===== src/rtl/gpcfg_access_arb_if.sv =====
// gpcfg_access_arb_if
//   Bundles the two requester channels, the gpcfg bank access signals and
//   the busy flag for gpcfg_access_arb.
//   slave  : arbiter view (requests and mux_rdata in; acks, response and bank
//            strobes out).
//   master : requester/bank view (the mirror image).
//   Ports carried: req0/1, we0/1, addr0/1, wdata0/1, ack0/1, rsp_err,
//   rsp_rdata, cfg_addr, cfg_wr, cfg_wdata, cfg_rd, mux_rdata, busy.
interface gpcfg_access_arb_if #(
   parameter int AW = 10
);
   logic          req0;
   logic          req1;
   logic          we0;
   logic          we1;
   logic [AW-1:0] addr0;
   logic [AW-1:0] addr1;
   logic [31:0]   wdata0;
   logic [31:0]   wdata1;
   logic          ack0;
   logic          ack1;
   logic          rsp_err;
   logic [31:0]   rsp_rdata;
   logic [AW-1:0] cfg_addr;
   logic          cfg_wr;
   logic [31:0]   cfg_wdata;
   logic          cfg_rd;
   logic [31:0]   mux_rdata;
   logic          busy;

   modport slave (
      input  req0, req1, we0, we1, addr0, addr1, wdata0, wdata1, mux_rdata,
      output ack0, ack1, rsp_err, rsp_rdata, cfg_addr, cfg_wr, cfg_wdata,
             cfg_rd, busy
   );

   modport master (
      output req0, req1, we0, we1, addr0, addr1, wdata0, wdata1, mux_rdata,
      input  ack0, ack1, rsp_err, rsp_rdata, cfg_addr, cfg_wr, cfg_wdata,
             cfg_rd, busy
   );
endinterface


===== src/rtl/gpcfg_access_arb.sv =====
// gpcfg_access_arb
//   Arbitrates the AHB host front-end (req0) and the debug/mailbox agent
//   (req1) for the gpcfg register bank, sequences one bank access per grant
//   and returns the result with a one-cycle ack to the granted requester.
//
//   Ports:
//     hclk     clock
//     hresetn  asynchronous active-low reset
//     bus      gpcfg_access_arb_if.slave (requester channels, bank strobes,
//              registered read-mux data, busy)
//
//   Build option: define GPCFG_ARB_FIXED_PRIO_EN for fixed priority (req0
//   always wins a tie). Default is round-robin between the two requesters.
//
//   state | meaning
//   ------+-------------------------------------------------------------
//   IDLE  | waiting for a request; arbitrate and latch the winner's fields
//   RD    | cfg_rd high for one cycle (valid_rd into the read OR-mux)
//   RWAIT | mux presents registered read data; capture it
//   WR    | cfg_wr high for one cycle
//   DONE  | ack to the granted requester with rsp_err / rsp_rdata
module gpcfg_access_arb #(
   parameter int NUM_REGS = 1024,
   parameter int AW       = 10
) (
   input  logic                   hclk,
   input  logic                   hresetn,
   gpcfg_access_arb_if.slave      bus
);

   localparam logic [2:0] IDLE  = 3'd0;
   localparam logic [2:0] RD    = 3'd1;
   localparam logic [2:0] RWAIT = 3'd2;
   localparam logic [2:0] WR    = 3'd3;
   localparam logic [2:0] DONE  = 3'd4;

   logic [2:0]    state;
   logic          gnt_id;
   logic [AW-1:0] lat_addr;
   logic [31:0]   lat_wdata;
   logic          err_pend;
   logic [31:0]   rdata_q;
`ifndef GPCFG_ARB_FIXED_PRIO_EN
   logic          last_grant;
`endif

   logic          any_req;
   logic          pick1;
   logic          sel_we;
   logic [AW-1:0] sel_addr;
   logic [31:0]   sel_wdata;
   logic          sel_oor;

   always_comb begin
      any_req = bus.req0 | bus.req1;
`ifdef GPCFG_ARB_FIXED_PRIO_EN
      pick1   = bus.req1 & ~bus.req0;
`else
      // on a tie, grant whoever did not win last time
      pick1   = bus.req1 & (~bus.req0 | ~last_grant);
`endif
      sel_we    = pick1 ? bus.we1    : bus.we0;
      sel_addr  = pick1 ? bus.addr1  : bus.addr0;
      sel_wdata = pick1 ? bus.wdata1 : bus.wdata0;
      sel_oor   = (32'(sel_addr) >= 32'(NUM_REGS));
   end

   always_ff @(posedge hclk or negedge hresetn) begin
      if (!hresetn) begin
         state      <= IDLE;
         gnt_id     <= 1'b0;
         lat_addr   <= '0;
         lat_wdata  <= '0;
         err_pend   <= 1'b0;
         rdata_q    <= '0;
`ifndef GPCFG_ARB_FIXED_PRIO_EN
         last_grant <= 1'b1;
`endif
      end else begin
         case (state)
            IDLE: begin
               if (any_req) begin
                  gnt_id    <= pick1;
                  lat_addr  <= sel_addr;
                  lat_wdata <= sel_wdata;
                  err_pend  <= sel_oor;
`ifndef GPCFG_ARB_FIXED_PRIO_EN
                  last_grant <= pick1;
`endif
                  if (sel_oor)
                     state <= DONE;
                  else if (sel_we)
                     state <= WR;
                  else
                     state <= RD;
               end
            end
            RD:    state <= RWAIT;
            RWAIT: begin
               rdata_q <= bus.mux_rdata;
               state   <= DONE;
            end
            WR:    state <= DONE;
            DONE: begin
               // response fields read as 0 whenever no ack is being given
               rdata_q  <= '0;
               err_pend <= 1'b0;
               state    <= IDLE;
            end
            default: state <= IDLE;
         endcase
      end
   end

   assign bus.cfg_rd    = (state == RD);
   assign bus.cfg_wr    = (state == WR);
   assign bus.cfg_addr  = lat_addr;
   assign bus.cfg_wdata = lat_wdata;
   assign bus.ack0      = (state == DONE) & ~gnt_id;
   assign bus.ack1      = (state == DONE) &  gnt_id;
   assign bus.rsp_err   = (state == DONE) &  err_pend;
   assign bus.rsp_rdata = rdata_q;
   assign bus.busy      = (state != IDLE);

endmodule


===== src/flat_wrapper.sv =====
// flat-port wrapper written by rule: the top's interface ports become plain ports
module gpcfg_access_arb_flat 
#(
   parameter int NUM_REGS = 1024,
   parameter int AW       = 10
)
  (hclk, hresetn, bus_req0, bus_req1, bus_we0, bus_we1, bus_addr0, bus_addr1, bus_wdata0, bus_wdata1, bus_mux_rdata, bus_ack0, bus_ack1, bus_rsp_err, bus_rsp_rdata, bus_cfg_addr, bus_cfg_wr, bus_cfg_wdata, bus_cfg_rd, bus_busy);
  gpcfg_access_arb_if #(.AW(AW)) bus_i ();
  input  logic hclk;
  input  logic hresetn;
  input wire logic [$bits(bus_i.req0)-1:0] bus_req0;
  input wire logic [$bits(bus_i.req1)-1:0] bus_req1;
  input wire logic [$bits(bus_i.we0)-1:0] bus_we0;
  input wire logic [$bits(bus_i.we1)-1:0] bus_we1;
  input wire logic [$bits(bus_i.addr0)-1:0] bus_addr0;
  input wire logic [$bits(bus_i.addr1)-1:0] bus_addr1;
  input wire logic [$bits(bus_i.wdata0)-1:0] bus_wdata0;
  input wire logic [$bits(bus_i.wdata1)-1:0] bus_wdata1;
  input wire logic [$bits(bus_i.mux_rdata)-1:0] bus_mux_rdata;
  output wire logic [$bits(bus_i.ack0)-1:0] bus_ack0;
  output wire logic [$bits(bus_i.ack1)-1:0] bus_ack1;
  output wire logic [$bits(bus_i.rsp_err)-1:0] bus_rsp_err;
  output wire logic [$bits(bus_i.rsp_rdata)-1:0] bus_rsp_rdata;
  output wire logic [$bits(bus_i.cfg_addr)-1:0] bus_cfg_addr;
  output wire logic [$bits(bus_i.cfg_wr)-1:0] bus_cfg_wr;
  output wire logic [$bits(bus_i.cfg_wdata)-1:0] bus_cfg_wdata;
  output wire logic [$bits(bus_i.cfg_rd)-1:0] bus_cfg_rd;
  output wire logic [$bits(bus_i.busy)-1:0] bus_busy;
  assign bus_i.req0 = bus_req0;
  assign bus_i.req1 = bus_req1;
  assign bus_i.we0 = bus_we0;
  assign bus_i.we1 = bus_we1;
  assign bus_i.addr0 = bus_addr0;
  assign bus_i.addr1 = bus_addr1;
  assign bus_i.wdata0 = bus_wdata0;
  assign bus_i.wdata1 = bus_wdata1;
  assign bus_i.mux_rdata = bus_mux_rdata;
  assign bus_ack0 = bus_i.ack0;
  assign bus_ack1 = bus_i.ack1;
  assign bus_rsp_err = bus_i.rsp_err;
  assign bus_rsp_rdata = bus_i.rsp_rdata;
  assign bus_cfg_addr = bus_i.cfg_addr;
  assign bus_cfg_wr = bus_i.cfg_wr;
  assign bus_cfg_wdata = bus_i.cfg_wdata;
  assign bus_cfg_rd = bus_i.cfg_rd;
  assign bus_busy = bus_i.busy;
  gpcfg_access_arb #(.NUM_REGS(NUM_REGS), .AW(AW)) u_core (.hclk(hclk), .hresetn(hresetn), .bus(bus_i));
endmodule

===== config.mk =====
export PLATFORM = sky130hd
export DESIGN_NAME = gpcfg_access_arb_flat
export DESIGN_NICKNAME = d
export VERILOG_FILES = /design/src/rtl/gpcfg_access_arb_if.sv /design/src/rtl/gpcfg_access_arb.sv /design/src/flat_wrapper.sv
export SDC_FILE = /design/constraint.sdc
export NUM_CORES = 1
export LEC_CHECK = 0
export BUFFER_PORTS_ARGS = -buffer_cell sky130_fd_sc_hd__buf_2
export CAP_MARGIN = 20
export CORE_MARGIN = 2
export CORE_UTILIZATION = 35
export DETAILED_ROUTE_END_ITERATION = 10
export PLACE_DENSITY_LB_ADDON = 0.05
export SLEW_MARGIN = 10
export SYNTH_ARGS = -nofsm -noshare
export SYNTH_HDL_FRONTEND = slang
export SYNTH_SLANG_ARGS = --single-unit

===== constraint.sdc =====
create_clock -name hclk -period 1.7 [get_ports hclk]
set_clock_uncertainty 0.2 [all_clocks]
set_input_delay 0.17 -clock hclk [delete_from_list [all_inputs] [get_ports hclk]]
set_output_delay 0.17 -clock hclk [all_outputs]
set_load 0.005 [all_outputs]

== After elaboration in Yosys (flattened, before gate mapping) ==
Cells that the tools add are included.

* Shift operators: 0
* Reduce and logical (&&, ||, !) cells: 7
* Mux-type cells: 9
* Multipliers: 0
* Bitwise logic cells: 9
* Equal/unequal tests: 5
* Order comparisons: 0
* $add $sub $neg: 0
* Divide/modulo/power cells: 0

{| class="wikitable"
|+ Operator list
! cell !! number
|-
| $pmux 32 s2 || 1
|-
| $mux 32 || 1
|-
| $mux 10 || 1
|-
| $pmux 3 s3 || 1
|-
| $eq 3x2->1 const B || 2
|-
| $and 1x1->1 || 4
|-
| $reduce_and 2->1 || 2
|-
| $reduce_bool 2->1 || 2
|-
| $eq 3x1->1 const B || 1
|-
| $eq 3x3->1 const B || 1
|-
| $logic_not 3->1 || 1
|-
| $mux 3 || 1
|-
| $not 1->1 || 3
|-
| $reduce_bool 3->1 || 1
|-
| $mux 1 || 2
|-
| $mux 2 || 1
|-
| $ne 2x1->1 const B || 1
|-
| $or 1x1->1 || 2
|-
| $pmux 1 s2 || 1
|-
| $reduce_or 2->1 || 1
|}

* Latch bits: 0
* Output and inout bits: 80
* Bits of input ports: 122
* Bits in read-only memories: 0
* Register bits after elaboration: 80
* Memory bits (writable): 0
* Memories: 0
* Logic and storage cells: 37

== Longest topological paths before layout ==
* Depth in word-level cells: 7
* Mapped depth: 5
* Gate-level depth less buffers: 4

== Worst setup path before layout ==
OpenSTA, ideal clock, no wires.

* Path kind: reg2reg
* Start point: reg u_core.state[1]
* End point: reg u_core.lat_addr[2] (netlist: u_core.bus.cfg_addr[2])
* Stages on the path, launching flop included: 6
* Path slack: -0.066 ns
* Setup time: 0.125 ns
* Buffers on the path: 1
* Arrival time: 1.441 ns
* Required time: 1.375 ns
* Clock period less this slack: 1.766 ns
* Cell sequence: dfrtp_1 > nor3_4 > inv_2 > nor2_8 > buf_6 > mux2_2

* Word-level cells in the longest chain between the ends: 2

{| class="wikitable"
|+ Ends and longest elaborated chain
! item !! line !! source
|-
| start: declaration || gpcfg_access_arb.sv:37 || <nowiki>logic [2:0] state;</nowiki>
|-
| start signal: assignment || gpcfg_access_arb.sv:70 || <nowiki>state <= IDLE;</nowiki>
|-
| start signal: assignment || gpcfg_access_arb.sv:91 || <nowiki>state <= DONE;</nowiki>
|-
| start signal: assignment || gpcfg_access_arb.sv:93 || <nowiki>state <= WR;</nowiki>
|-
| $logic_not 3->1 || gpcfg_access_arb.sv:80 || <nowiki>case (state)</nowiki>
|-
| $reduce_and 2->1 (no line) || - ||
|-
| end signal: assignment || gpcfg_access_arb.sv:84 || <nowiki>lat_addr <= sel_addr;</nowiki>
|-
| end: declaration || gpcfg_access_arb.sv:39 || <nowiki>logic [AW-1:0] lat_addr;</nowiki>
|}

No other way between the ends.
A chain may end at the register's enable or synchronous reset.

== Worst setup path after layout ==
* Start point: reg u_core.last_grant
* End point: reg u_core.lat_addr[0] (netlist: u_core.bus.cfg_addr[0])

* Word-level cells in the longest chain between the ends: 4

{| class="wikitable"
|+ Ends and longest elaborated chain
! item !! line !! source
|-
| start: declaration || gpcfg_access_arb.sv:44 || <nowiki>logic last_grant;</nowiki>
|-
| start signal: assignment || gpcfg_access_arb.sv:88 || <nowiki>last_grant <= pick1;</nowiki>
|-
| $not 1->1 || gpcfg_access_arb.sv:60 || <nowiki>pick1 = bus.req1 & (~bus.req0 | ~last_grant);</nowiki>
|-
| $or 1x1->1 || gpcfg_access_arb.sv:60 ||
|-
| $and 1x1->1 || gpcfg_access_arb.sv:60 ||
|-
| $mux 10 || gpcfg_access_arb.sv:63 || <nowiki>sel_addr = pick1 ? bus.addr1 : bus.addr0;</nowiki>
|}

No other way between the ends.

==> flow_summary.ini <==
[timing]
slew_viol_final = 0
finalSetupViolCount = 32
fin_ws_ns = -0.0461
finalCritPeriodShare_pct = 103
fin_setup_tns_ns = -0.750
fmax_mhz = 573
period_needed_ns = 1.75
rsz0062_at_grt = true
final_hold_viol_count = 0

[place]
dpl.hpwl_mm = 6.02
port_buffers = 200
gp_congestion = 0.719

[clocking]
cts_sinks = 79
path_clk_slew_ns = 0.08
cts_tree = yes
root_buffer = clkbuf_8
numCtsBuffers = 9
clockBufferDepth = 2
clock_latency_ns = 0.34
htreeDepth = 3

[layout]
fin_nets = 696
fillCellCount = 750
layout_commonest_cell = buf_2
layout_common_cells = buf_2, dlygate4sd3_1, dfrtp_1
drive_gt1_share_pct = 58.7
utilization_pct = 66.4
diodes = 0
syn_to_final_growth_pct = 84.5

[grt]
grt_start_max_net_pins = 80
grt_pass1_wl_mm = 17.1
gr-total-overflow = 0
track_usage_pct = 19.5
grt_antenna_before_repair = 0
grt_pass1_vias = 3522

[routing]
wl_mm = 10.7
avgViaCountPerCell = 4.56
drt_pre_antenna_iters = 6
drt_iter0_drc = 97
vias = 3250
post_drt_wl_per_cell_um = 15.0
ant_nets = 0
route.detailed.drc = 0

[floorplanning]
die_area_mm2 = 0.0108
die_width_um = 104
rows = 36
ios = 202
dieHeight_um = 104
core_region_area_mm2 = 0.00973
start_util_pct = 36.0

[worst_setup_path]
critPathArrivalTime_ns = 1.78
cp_max_fo = 25
critPathLaunchType = flip-flop
cp_data_required_time_ns = 1.73
crit_type = reg -> reg
critPathCaptureType = flip-flop

[power]
p_total_mw = 9.71
vdd_drop_max_mv = 0.738
power.leakage_nw = 3.22
power-per-cell-area_mw_per_mm2 = 1500

[outcome]
status = complete, but fails checks
violations = negative setup slack

[synth]
synth_seq_cells = 79
synth_compound_area_share_pct = 9.57
synthMuxAreaShare_pct = 27.3
ys_types = 29
synthSimpleGateAreaFrac_pct = 2.82
syn_inst = 234
synthesis.nets = 356
netlist_area_mm2 = 0.00350
synth_xor_area_share_pct = 0
ys_seq_area_share_pct = 56.5
synth_top_family_by_area = multiplexers
syn_avg_cell_area_um2 = 15.0
synth_fa_ha_area_share_pct = 0
yosysWarnings = 0

[flow_run]
cap_violations = 0

[min_path]
hold_path.class = in -> reg
worst paths after layout:
check / startpoint / end / slack (ns) / cells after the start
min reg2reg: u_core.bus.rsp_rdata[10] / u_core.bus.rsp_rdata[10] / 0.30 / 1
max reg2reg: u_core.last_grant / u_core.bus.cfg_addr[0] / -0.05 / 4
min: bus_req1 / u_core.last_grant / 0.04 / 4
max in group asynchronous: hresetn / u_core.bus.cfg_wdata[16] / 0.75 / 3
max: u_core.last_grant / u_core.bus.cfg_addr[0] / -0.05 / 4
min in group asynchronous: hresetn / u_core.bus.cfg_wdata[30] / 0.18 / 3
synth_stat cells (all sizes together):
cell | number | share of area, %
conb | 1 | 0.11
nor3 | 3 | 0.75
nor4b | 2 | 0.50
clkbuf | 3 | 0.36
dfstp | 1 | 0.75
mux2 | 84 | 27
a31oi | 1 | 0.18
nand2 | 1 | 0.11
nor2b | 2 | 0.43
inv | 3 | 0.32
buf | 13 | 3.0
mux2i | 1 | 0.29
a21boi | 1 | 0.54
a22o | 32 | 8.0
nor2 | 2 | 0.68
a2111oi | 1 | 0.43
and2 | 2 | 0.36
dfrtp | 78 | 56
o21ai | 2 | 0.29
a21oi | 1 | 0.14
stage by stage:
stage / worst slack, ns / cells / instance area, um2 / hold slack [ns]
3_3_place_gp: -0.0180 / 572 / 4810 / 0.0343
2_1_floorplan: -0.0253 / 234 / 3510 / -0.326
3_5_place_dp: -0.0402 / 572 / 4810 / 0.0365
4_1_cts: -0.0478 / 709 / 6330 / 0.0224
5_1_grt: -0.108 / 712 / 6460 / 0.0427
6_report: -0.0461 / 712 / 6460 / 0.0444
state kept, by name, summed over array words and instances (netlist names):
register	cells
u_core.state	3
u_core.last_grant	1
u_core.bus.rsp_rdata	32
u_core.bus.cfg_addr	10
u_core.gnt_id	1
u_core.bus.cfg_wdata	32
power breakdown:
group | total [mW] | leakage, nW | internal, mW | switching [mW]
clock network | 1.70 | 0.124 | 1.02 | 0.684
registers | 3.29 | 0.961 | 2.80 | 0.492
logic | 4.72 | 2.13 | 2.90 | 1.82
layout make-up:
| class | count | area (um2) | area share, % |
|---|---|---|---|
| timing repair buffer | 345 | 2500 | 38.7 |
| sequential | 79 | 1980 | 30.6 |
| multi-input combinational | 136 | 1560 | 24.1 |
| tap | 133 | 166 | 2.58 |
| clock buffer | 11 | 141 | 2.19 |
| clock inverter | 5 | 104 | 1.61 |
| inverter | 3 | 15.0 | 0.232 |
worst max-delay path, cell delays in order (launching register included):
cell and delay [ns]:
dfstp_2 0.38, a21boi_4 0.21, buf_12 0.22, mux2_2 0.35, mux2_2 0.26
metal layers:
metal | routed length, um | share of wire [%] | GRT usage [%]
met4 | 197 | 1.8 | 6.85
met5 | 0 | 0 | 0
met3 | 508 | 4.7 | 3.57
met1 | 4400 | 41 | 22.9
met2 | 5610 | 52 | 35.7
what timing repair did:
| item | CTS | global route |
|---|---|---|
| setup endpoints to repair | 45 | 50 |
| setup buffers | 3 | 3 |
| hold endpoints to repair | 154 | 0 |
| resized for setup | 17 | 27 |
| pin swaps | 2 | 2 |
| hold buffers | 118 | 0 |
cells by family (layout without fill, tap and decap cells):
group,Yosys count,after routing
other,1,1
muxes,85,85
AOI/OAI and AO/OA,38,38
DFF,79,79
buffers and inverters,19,364
and+or+nand+nor,12,12
(Power assumes the default switching activity.)
